**src/rtl/fir_tap_feeder.sv**
```systemverilog
// Serial-to-parallel 10-tap delay line with priming and integer decimation for the FIR adder tree.
// Optional macro FIR_TAP_FEEDER_SUM_VALID_EN adds sum_valid, taps_valid delayed by TREE_LATENCY cycles.
module fir_tap_feeder #(
  parameter int unsigned DATA_WIDTH   = 18,
  parameter int unsigned DECIM        = 1,
  parameter int unsigned TREE_LATENCY = 4
) (
  input  logic                         clk,
  input  logic                         rst,
  input  logic                         flush,
  input  logic                         in_valid,
  input  logic signed [DATA_WIDTH-1:0] in_data,
  output logic signed [DATA_WIDTH-1:0] tap0,
  output logic signed [DATA_WIDTH-1:0] tap1,
  output logic signed [DATA_WIDTH-1:0] tap2,
  output logic signed [DATA_WIDTH-1:0] tap3,
  output logic signed [DATA_WIDTH-1:0] tap4,
  output logic signed [DATA_WIDTH-1:0] tap5,
  output logic signed [DATA_WIDTH-1:0] tap6,
  output logic signed [DATA_WIDTH-1:0] tap7,
  output logic signed [DATA_WIDTH-1:0] tap8,
  output logic signed [DATA_WIDTH-1:0] tap9,
  output logic                         taps_valid,
  output logic                         primed
`ifdef FIR_TAP_FEEDER_SUM_VALID_EN
  ,
  output logic                         sum_valid
`endif
);

  localparam int unsigned TAPS    = 10;
  localparam int unsigned FILL_W  = 4;
  localparam int unsigned PHASE_W = (DECIM > 1) ? $clog2(DECIM) : 1;

  localparam logic [FILL_W-1:0]  FILL_FULL  = FILL_W'(TAPS);
  localparam logic [PHASE_W-1:0] PHASE_LAST = PHASE_W'(DECIM - 1);

  if (DECIM < 1 || DECIM > 16 || TREE_LATENCY < 1) begin : g_bad_cfg
    $error("fir_tap_feeder: DECIM must be 1..16 and TREE_LATENCY >= 1");
  end

  logic [DATA_WIDTH-1:0] taps_q [TAPS];
  logic [DATA_WIDTH-1:0] taps_d [TAPS];
  logic [FILL_W-1:0]     fill_q, fill_d, fill_inc;
  logic [PHASE_W-1:0]    phase_q, phase_d;
  logic                  taps_valid_q, taps_valid_d;
  logic                  primed_q, primed_d;

  // Next-state: flush clears, accepted sample shifts and advances fill/phase, idle holds.
  always_comb begin
    taps_d       = taps_q;
    fill_d       = fill_q;
    phase_d      = phase_q;
    taps_valid_d = 1'b0;
    fill_inc     = (fill_q == FILL_FULL) ? FILL_FULL : fill_q + FILL_W'(1);

    if (flush) begin
      for (int k = 0; k < TAPS; k++) taps_d[k] = '0;
      fill_d  = '0;
      phase_d = '0;
    end else if (in_valid) begin
      taps_d[0] = in_data;
      for (int k = 1; k < TAPS; k++) taps_d[k] = taps_q[k-1];
      fill_d = fill_inc;
      if (fill_inc == FILL_FULL) begin
        taps_valid_d = (phase_q == '0);
        phase_d      = (phase_q == PHASE_LAST) ? '0 : phase_q + PHASE_W'(1);
      end else begin
        phase_d = '0;
      end
    end
    primed_d = (fill_d == FILL_FULL);
  end

  always_ff @(posedge clk) begin
    if (rst) begin
      for (int k = 0; k < TAPS; k++) taps_q[k] <= '0;
      fill_q       <= '0;
      phase_q      <= '0;
      taps_valid_q <= 1'b0;
      primed_q     <= 1'b0;
    end else begin
      for (int k = 0; k < TAPS; k++) taps_q[k] <= taps_d[k];
      fill_q       <= fill_d;
      phase_q      <= phase_d;
      taps_valid_q <= taps_valid_d;
      primed_q     <= primed_d;
    end
  end

  assign tap0       = taps_q[0];
  assign tap1       = taps_q[1];
  assign tap2       = taps_q[2];
  assign tap3       = taps_q[3];
  assign tap4       = taps_q[4];
  assign tap5       = taps_q[5];
  assign tap6       = taps_q[6];
  assign tap7       = taps_q[7];
  assign tap8       = taps_q[8];
  assign tap9       = taps_q[9];
  assign taps_valid = taps_valid_q;
  assign primed     = primed_q;

`ifdef FIR_TAP_FEEDER_SUM_VALID_EN
  // Valid pipe matching the adder tree; flush leaves in-flight windows alone.
  logic [TREE_LATENCY-1:0] sv_pipe_q, sv_pipe_d;

  always_comb begin
    sv_pipe_d    = sv_pipe_q;
    sv_pipe_d[0] = taps_valid_q;
    for (int i = 1; i < TREE_LATENCY; i++) sv_pipe_d[i] = sv_pipe_q[i-1];
  end

  always_ff @(posedge clk) begin
    if (rst) sv_pipe_q <= '0;
    else     sv_pipe_q <= sv_pipe_d;
  end

  assign sum_valid = sv_pipe_q[TREE_LATENCY-1];
`endif

endmodule

```
**config.mk**
```make
export PLATFORM = sky130hd
export DESIGN_NAME = fir_tap_feeder
export DESIGN_NICKNAME = d
export VERILOG_FILES = /design/src/rtl/fir_tap_feeder.sv
export SDC_FILE = /design/constraint.sdc
export NUM_CORES = 1
export LEC_CHECK = 0
export ABC_CLOCK_PERIOD_IN_PS = 1750
export CAP_MARGIN = 20
export CORE_ASPECT_RATIO = 0.5
export CORE_MARGIN = 5
export CORE_UTILIZATION = 47
export CTS_CLUSTER_DIAMETER = 40
export DETAILED_ROUTE_END_ITERATION = 8
export PLACE_DENSITY = 0.8
export SYNTH_ARGS = -nofsm -noshare
export SYNTH_HDL_FRONTEND = slang
export SYNTH_SLANG_ARGS = --single-unit
```
**constraint.sdc**
```tcl
create_clock -name clk -period 1.75 [get_ports clk]
set_clock_uncertainty 0.1 [all_clocks]
set_input_delay 0.4375 -clock clk [delete_from_list [all_inputs] [get_ports clk]]
set_output_delay 0.4375 -clock clk [all_outputs]
set_load 0.02 [all_outputs]
```
# == Word-level counts from Yosys, hierarchy flattened ==
# Cells that the tools add are included.
# W data, S select, Z words.
# word_totals
in_bits,22
regBits,187
wordCells,29
output_inout_bits,182
# classes
reduce_logical,2
addsub,2
mux,5
eq_ne,3
n_bitwise,3
# op_table
operator,count
$eq A4 B4 Y1 const B,3
$mux W4,3
$add A4 B1 Y4 const B,1
$reduce_or A4 Y1,1
$not A1 Y1,3
$mux W1,2
$reduce_or A2 Y1,1
$add A1 B1 Y1 const B,1

# == Depth between registers and ports, before layout ==
# Gate-level depths: netlist of run 1.
# depth
depth_word,5
ltp_mapped,5
ltp_nobuf,5

# == Least setup slack after synthesis of run 1 ==
# OpenSTA, ideal clock, no wires.
# synth_path
path_type,reg2reg
startpoint,register fill_q[0]
endpoint,register fill_q[2]
setup_slack_ps,354
n_path_buf,0
path_stages_with_launch,6
synth_period_minus_slack_ps,1396
setup_ps,65
required_ps,1585
arrival_time_ps,1231
path_cell_list,dfxtp_1 -> inv_1 -> ha_1 -> a211o_1 -> mux2i_1 -> nor2b_1
# synth_via
elab_chain_cells,4
word_cells_on_any_way,5
classes_between,add/sub: 1; eq/ne: 1; mux: 3
# synth_rtl
element,line,text
from (decl),44,"logic [FILL_W-1:0] fill_q, fill_d, fill_inc;"
from (signal assigned),84,fill_q <= fill_d;
$add A4 B1 Y4 or $eq A4 B4 Y1 (tied branches),55,fill_inc = (fill_q == FILL_FULL) ? FILL_FULL : fill_q + FILL_W'(1);
$mux W4 *,55,
$mux W4 *,61,end else if (in_valid) begin
$mux W4 *,57,if (flush) begin
# Mark *: on every way between the ends. The rest lies on a longest branch, timed or not.
# A chain may end at the register's enable or synchronous reset.

# == Worst setup path after layout of run 1 ==
# layout_path
startpoint,"register taps_q, in the netlist tap5[5]"
endpoint,output port tap5[5]
# layout_lines
element,line,text
from (decl),42,logic [DATA_WIDTH-1:0] taps_q [TAPS];
to (decl),18,"output logic signed [DATA_WIDTH-1:0] tap5,"
# No word-level cell between the ends.

==> metrics.txt, run 1 <==
Post-CTS Setup Bufs=0; Slew @ Worst Pin=301 ps; maximum root-to-sink buffer count=2; WHS Path Cells=3; Yosys warnings=0; top cells by area, synth=dfxtp_1, mux2i_1, nor2_1; Mean Syn Cell Area=11.0 um2; Critical Path Source Type=register; die area=17100 um2; ant diodes=0; Final Max Tran Viols=0; H-tree lvl count=4; drc violations=0; initial antenna violation count=0; top fanout value on the critical path=3; fin nets=837; worst hold path startpoint=in_valid; DIE HEIGHT=95.0 um; DR iter-0 viols=around 290; GRT overflow=0; # Max-Cap Violations=0; cell area after synthesis=6790 um2; Final HPWL DP=~11000 um; drt first pass iters=4; Synth Net Count=roughly 640; Setup CP Type=register to output pin; # IOs=a little over 200; sequential-to-total area share from yosys stat=~55%; crit path DAT=1170 ps; drt wl/cell=15.6 um; type of destination of the critical path=output pin; Post-synth top flop=dfxtp_1; RSZ-0062 raised after global routing=no; status=complete, no violations; critical path cell sequence=dlygate4sd2_1; layout cells sized above 1=6.78%; CP max stage cell=dlygate4sd2_1; Initial Utilization=about 47%; first-pass GRT wire length=~25000 um; Antenna Violating Nets Remaining=0; TritonCTS buffer count=17; # rows=31; Post-synth EDFFs=0; fraction of registers with async set/reset=0%; class of the worst hold path=primary input to register; cell taking the most area after synthesis=dfxtp_1; Peak VDD IR=approximately 0.65 mV; Final Setup Violations=0; Worst R2R Start=fill_q[0]$_SDFF_PP0_; Tmin final=1700 ps; Design Area, Final=approximately 9300 um2; Clk pin slew, worst setup/hold paths=70 ps; Buf/Inv on CP=1; share of the synthesized area in the top cell type=between 50% and 60%; crit-path leading delay family=buffers and inverters; via count=4889; pin count of the biggest net entering global routing=57; clock network latency to the later pin of the worst-skew pair=410 ps; core area=about 14000 um2; placed cell areas=8920 um2; Netlist cell types=24; die width=180 um; PwrDens=907 nW/um2; cells after synthesis=between 600 and 700; CP Data Required Time=1210 ps; Yosys reg bits=186; crit share post-route=97.4%; r2r worst-path depth=5; Root Buffer=clkbuf_16; WHS Endpoint=tap2[10]$_SDFFE_PP0P_; Leakage=4.65 nW; routability congestion estimate=a little over 0.8; normalized max-slew margin=around 80%; routed vias/inst=approximately 4.8; worst stage delay on the critical path=390 ps; worst flop-to-flop path endpoint=taps_valid$_SDFF_PP0_; Tot GR Track Use=18.2%; top cells by count, synth=dfxtp_1, mux2i_1, nor2_1; final wirelength=16000 um; most numerous cell in the Yosys netlist=dfxtp_1; Fin. Hold Viols=0; Port Buf Inserts=203; CTS tree=built; clk sink count=186; Area Growth Syn to Fin=36.8%; worst reg2reg setup slack=330 ps; number of global-route vias before repair=4634; final hold slack=372 ps; Peak Freq=587 MHz
cell families (layout without fill, tap and decap cells):
kind of cell | after synthesis | count (layout) | synth area share [%]
AOI/OAI and AO/OA | 5 | 5 | 0.645
xor gates and xnor gates | 3 | 3 | 0.387
adders and majority gates | 2 | 2 | 0.369
buffers and inverters | 44 | 255 | 5.77
DFF | 186 | 186 | 54.9
muxes | 181 | 181 | 26.7
and+or+nand+nor | 194 | 194 | 11.3
cells in the final DEF (no fill, tap or decap), types with 2 or more instances in the layout:
cell / n
buf_12: 8
buf_4: 10
clkbuf_16: 17
clkdlybuf4s15_1: 12
clkdlybuf4s50_1: 20
clkinv_2: 2
clkinv_4: 3
clkinvlp_4: 2
dfxtp_1: 186
dlygate4sd2_1: 169
ha_1: 2
inv_1: 2
inv_6: 6
mux2i_1: 181
nand2b_1: 3
nand3_1: 2
nor2_1: 181
nor2b_1: 3
xor2_1: 2
registers in the layout, summed over array words and instances, names as in the netlist:
name        count
tap0           18
tap6           18
tap4           18
tap5           18
tap8           18
tap9           18
primed          1
tap2           18
tap7           18
taps_valid      1
tap3           18
tap1           18
fill_q          4
metal layers:
| metal | routed length, um | vias to the layer above | track usage, % | part of all wire [%] |
|---|---|---|---|---|
| met5 | 0 | - | 0 | 0 |
| met4 | 187 | 0 | 5.20 | 1.2 |
| met3 | 675 | 12 | 4.85 | 4.2 |
| met2 | 7740 | 94 | 30.5 | 48 |
| met1 | 7390 | 2321 | 23.4 | 46 |
| li1 | - | 2462 | - | - |
area by class of cell:
type,instances,area (um2)
timing repair buffer,221,2060
inverter,2,7.51
sequential,186,3720
clock inverter,14,134
clock buffer,18,439
tap,198,248
multi-input combinational,385,2670
fill,1207,5030
stage by stage:
| step | power, W | setup TNS [ps] | util (%) | setup WS (ps) | cells |
|---|---|---|---|---|---|
| 6_report | 0.00842 | 0 | 64.8 | 45.6 | 1024 |
| 5_1_grt | 0.00873 | 0 | 64.8 | 1.66 | 1024 |
| 4_1_cts | 0.00850 | 0 | 64.8 | 13.5 | 1024 |
| 3_5_place_dp | 0.00482 | -1710 | 62.4 | -42.9 | 992 |
| 3_3_place_gp | 0.00481 | -90.1 | 62.4 | -8.08 | 992 |
| 2_1_floorplan | 0.00471 | 0 | - | 354 | 615 |
report_power, final:
group	internal (W)	total, W	switching (W)
Combinational	0.000205	0.000442	0.000237
Clock	0.00203	0.00371	0.00168
Sequential	0.00425	0.00426	0.0000149
Total	0.00649	0.00842	0.00193
worst max-delay path by stage:
stage / from / endpoint / slack, ps / depth (start not counted)
finish: tap5[5]$_SDFFE_PP0P_ / tap5[5] / 50 / 1
global route: tap3[2]$_SDFFE_PP0P_ / tap3[2] / 2 / 1
CTS: tap1[12]$_SDFFE_PP0P_ / tap1[12] / 10 / 1
detailed placement: flush / tap9[2]$_SDFFE_PP0P_ / -40 / 4
global placement: flush / tap8[2]$_SDFFE_PP0P_ / -8 / 4
floorplan: fill_q[0]$_SDFF_PP0_ / fill_q[2]$_SDFF_PP0_ / 350 / 5
timing repair:
item | in CTS | in global routing
hold buffers | 0 | 0
setup endpoints to repair | 182 | 13
gates cloned | 0 | 0
gates resized for setup | 182 | 14
No activity file was read; power rests on OpenSTA's default activity.
==> inputs of run 2 (changes only) <==
Settings changed: SETUP_SLACK_MARGIN set to 0.5.
==> run 2 against run 1 <==
Net effect:
- count of clock-buffer cells in the layout is the same
- global-route usage grew 1.3 points
- core utilization grew 11 points
- clock power grew 12%
- combinational power grew 13%
- sequential power is essentially flat
- power grew 5.9%
- sequential cell count is the same
- wire length grew 17%
- critical path type unchanged
==> metrics.txt, run 2 (synthesized netlist as in run 1, its figures left out) <==
# rows=31; Area Growth Syn to Fin=60.6%; crit-path leading delay family=flip-flops; Worst R2R Start=fill_q[0]$_SDFF_PP0_; die area=17100 um2; clk sink count=186; placed cell areas=8930 um2; Critical Path Source Type=register; class of the worst hold path=primary input to register; DIE HEIGHT=95.0 um; hold buffers post-CTS=0; ant diodes=0; r2r worst-path depth=5; worst flop-to-flop path endpoint=fill_q[2]$_SDFF_PP0_; commonest non-fill, non-tap cell in the layout=dfxtp_2; Slew @ Worst Pin=318 ps; CTS tree=built; H-tree lvl count=4; drc violations=0; GRT overflow=0; layout cells sized above 1=57.5%; Tmin final=1450 ps; crit share post-route=about 83%; CP Data Required Time=between 1000 and 1500 ps; WHS Path Cells=2; maximum root-to-sink buffer count=2; critical path cell sequence=buf_6; core area=14300 um2; WHS Endpoint=fill_q[2]$_SDFF_PP0_; routed vias/inst=4.82; PwrDens=818 nW/um2; drt wl/cell=16.6 um; crit path DAT=slightly above 900 ps; final core occ=between 70% and 80%; worst hold path startpoint=rst; worst reg2reg setup slack=350 ps; worst stage delay on the critical path=370 ps; Final HPWL DP=11500 um; Initial Utilization=47.4%; Crit path depth=1; Peak Freq=around 700 MHz; DP Cell Count=994; RSZ-0062 raised after global routing=yes; Antenna Violating Nets Remaining=0; # IOs=204; fin nets=942; pin count of the biggest net entering global routing=59; pre-CTS WS=-45.5 ps; Setup CP Type=register to output pin; number of global-route vias before repair=5017; type of destination of the critical path=output pin; final hold slack=195 ps; CP max stage cell=dfxtp_2; Leakage=5.05 nW; Design Area, Final=between 10000 and 15000 um2; status=complete, no violations; TritonCTS buffer count=17; DR iter-0 viols=203; # Max-Cap Violations=0; final setup margin=302 ps; Tot GR Track Use=just under 20%; initial antenna violation count=0; die width=180 um; clock network latency to the later pin of the worst-skew pair=approximately 420 ps; final wirelength=18700 um; most frequent cells in the layout=dfxtp_2, buf_6, nor2_1, mux2i_1, buf_4; Final Setup Violations=0; Port Buf Inserts=203; Non-Filler Instances=1129; Root Buffer=clkbuf_16; normalized max-slew margin=78.6%; Final Max Tran Viols=0; Peak VDD IR=approximately 0.70 mV; top fanout value on the critical path=3; drt first pass iters=4; Fin. Hold Viols=0; Buf/Inv on CP=1; via count=5440; Clk pin slew, worst setup/hold paths=80 ps; first-pass GRT wire length=27300 um; routability congestion estimate=0.797
## run 2: changes by cell type in the layout (fill, tap and decap cells not counted), moves of 5 or more
cell	previous run	this run
buf_4	10	114
inv_8	0	5
dfxtp_2	0	183
dfxtp_1	186	2
clkdlybuf4s15_1	12	0
dlygate4sd2_1	169	0
buf_6	0	182
## run 2: timing repair
item,4_1_cts,5_1_grt
endpoints found under the setup margin,365,367
pin swaps,0,6
resized for setup,1111,183
gates cloned,0,2
buffers inserted,46,55
## run 2: metrics by stage
stage,setup TNS [ps],total power [W]
2_1_floorplan,0,0.00473
3_3_place_gp,-712,0.00481
3_5_place_dp,-2370,0.00481
4_1_cts,0,0.00890
5_1_grt,0,0.00918
6_report,0,0.00891
## run 2: how the worst max path moves through the flow
stage,to,slack (ps),startpoint
after floorplan,taps_valid$_SDFF_PP0_,460,flush
after global placement,tap9[0]$_SDFFE_PP0P_,-20,rst
after detailed placement,tap5[16]$_SDFFE_PP0P_,-50,flush
after CTS,tap0[16],290,tap0[16]$_SDFFE_PP0P_
after global routing,tap1[16],270,tap1[16]$_SDFFE_PP0P_
final,tap1[16],300,tap1[16]$_SDFFE_PP0P_
## run 2: final cells by class
type | count | area (um2)
Tap cell | 198 | 248
Sequential cell | 186 | 3960
Fill cell | 886 | 3410
Timing Repair Buffer | 325 | 3300
Clock buffer | 18 | 439
Multi-Input combinational cell | 386 | 2750
Inverter | 2 | 10.0
Clock inverter | 14 | 198
## run 2: where the power goes
part	internal, W	switching [W]
combinational	0.000244	0.000255
sequential	0.00425	0.0000204
clock	0.00236	0.00178
total	0.00685	0.00206
## run 2: routing by layer
layer	part of all wire [%]	wire, um	global-route usage, %
met5	0	0	0
met4	1.4	254	4.50
met3	4.7	873	5.35
met2	50	9310	33.0
met1	44	8280	25.2
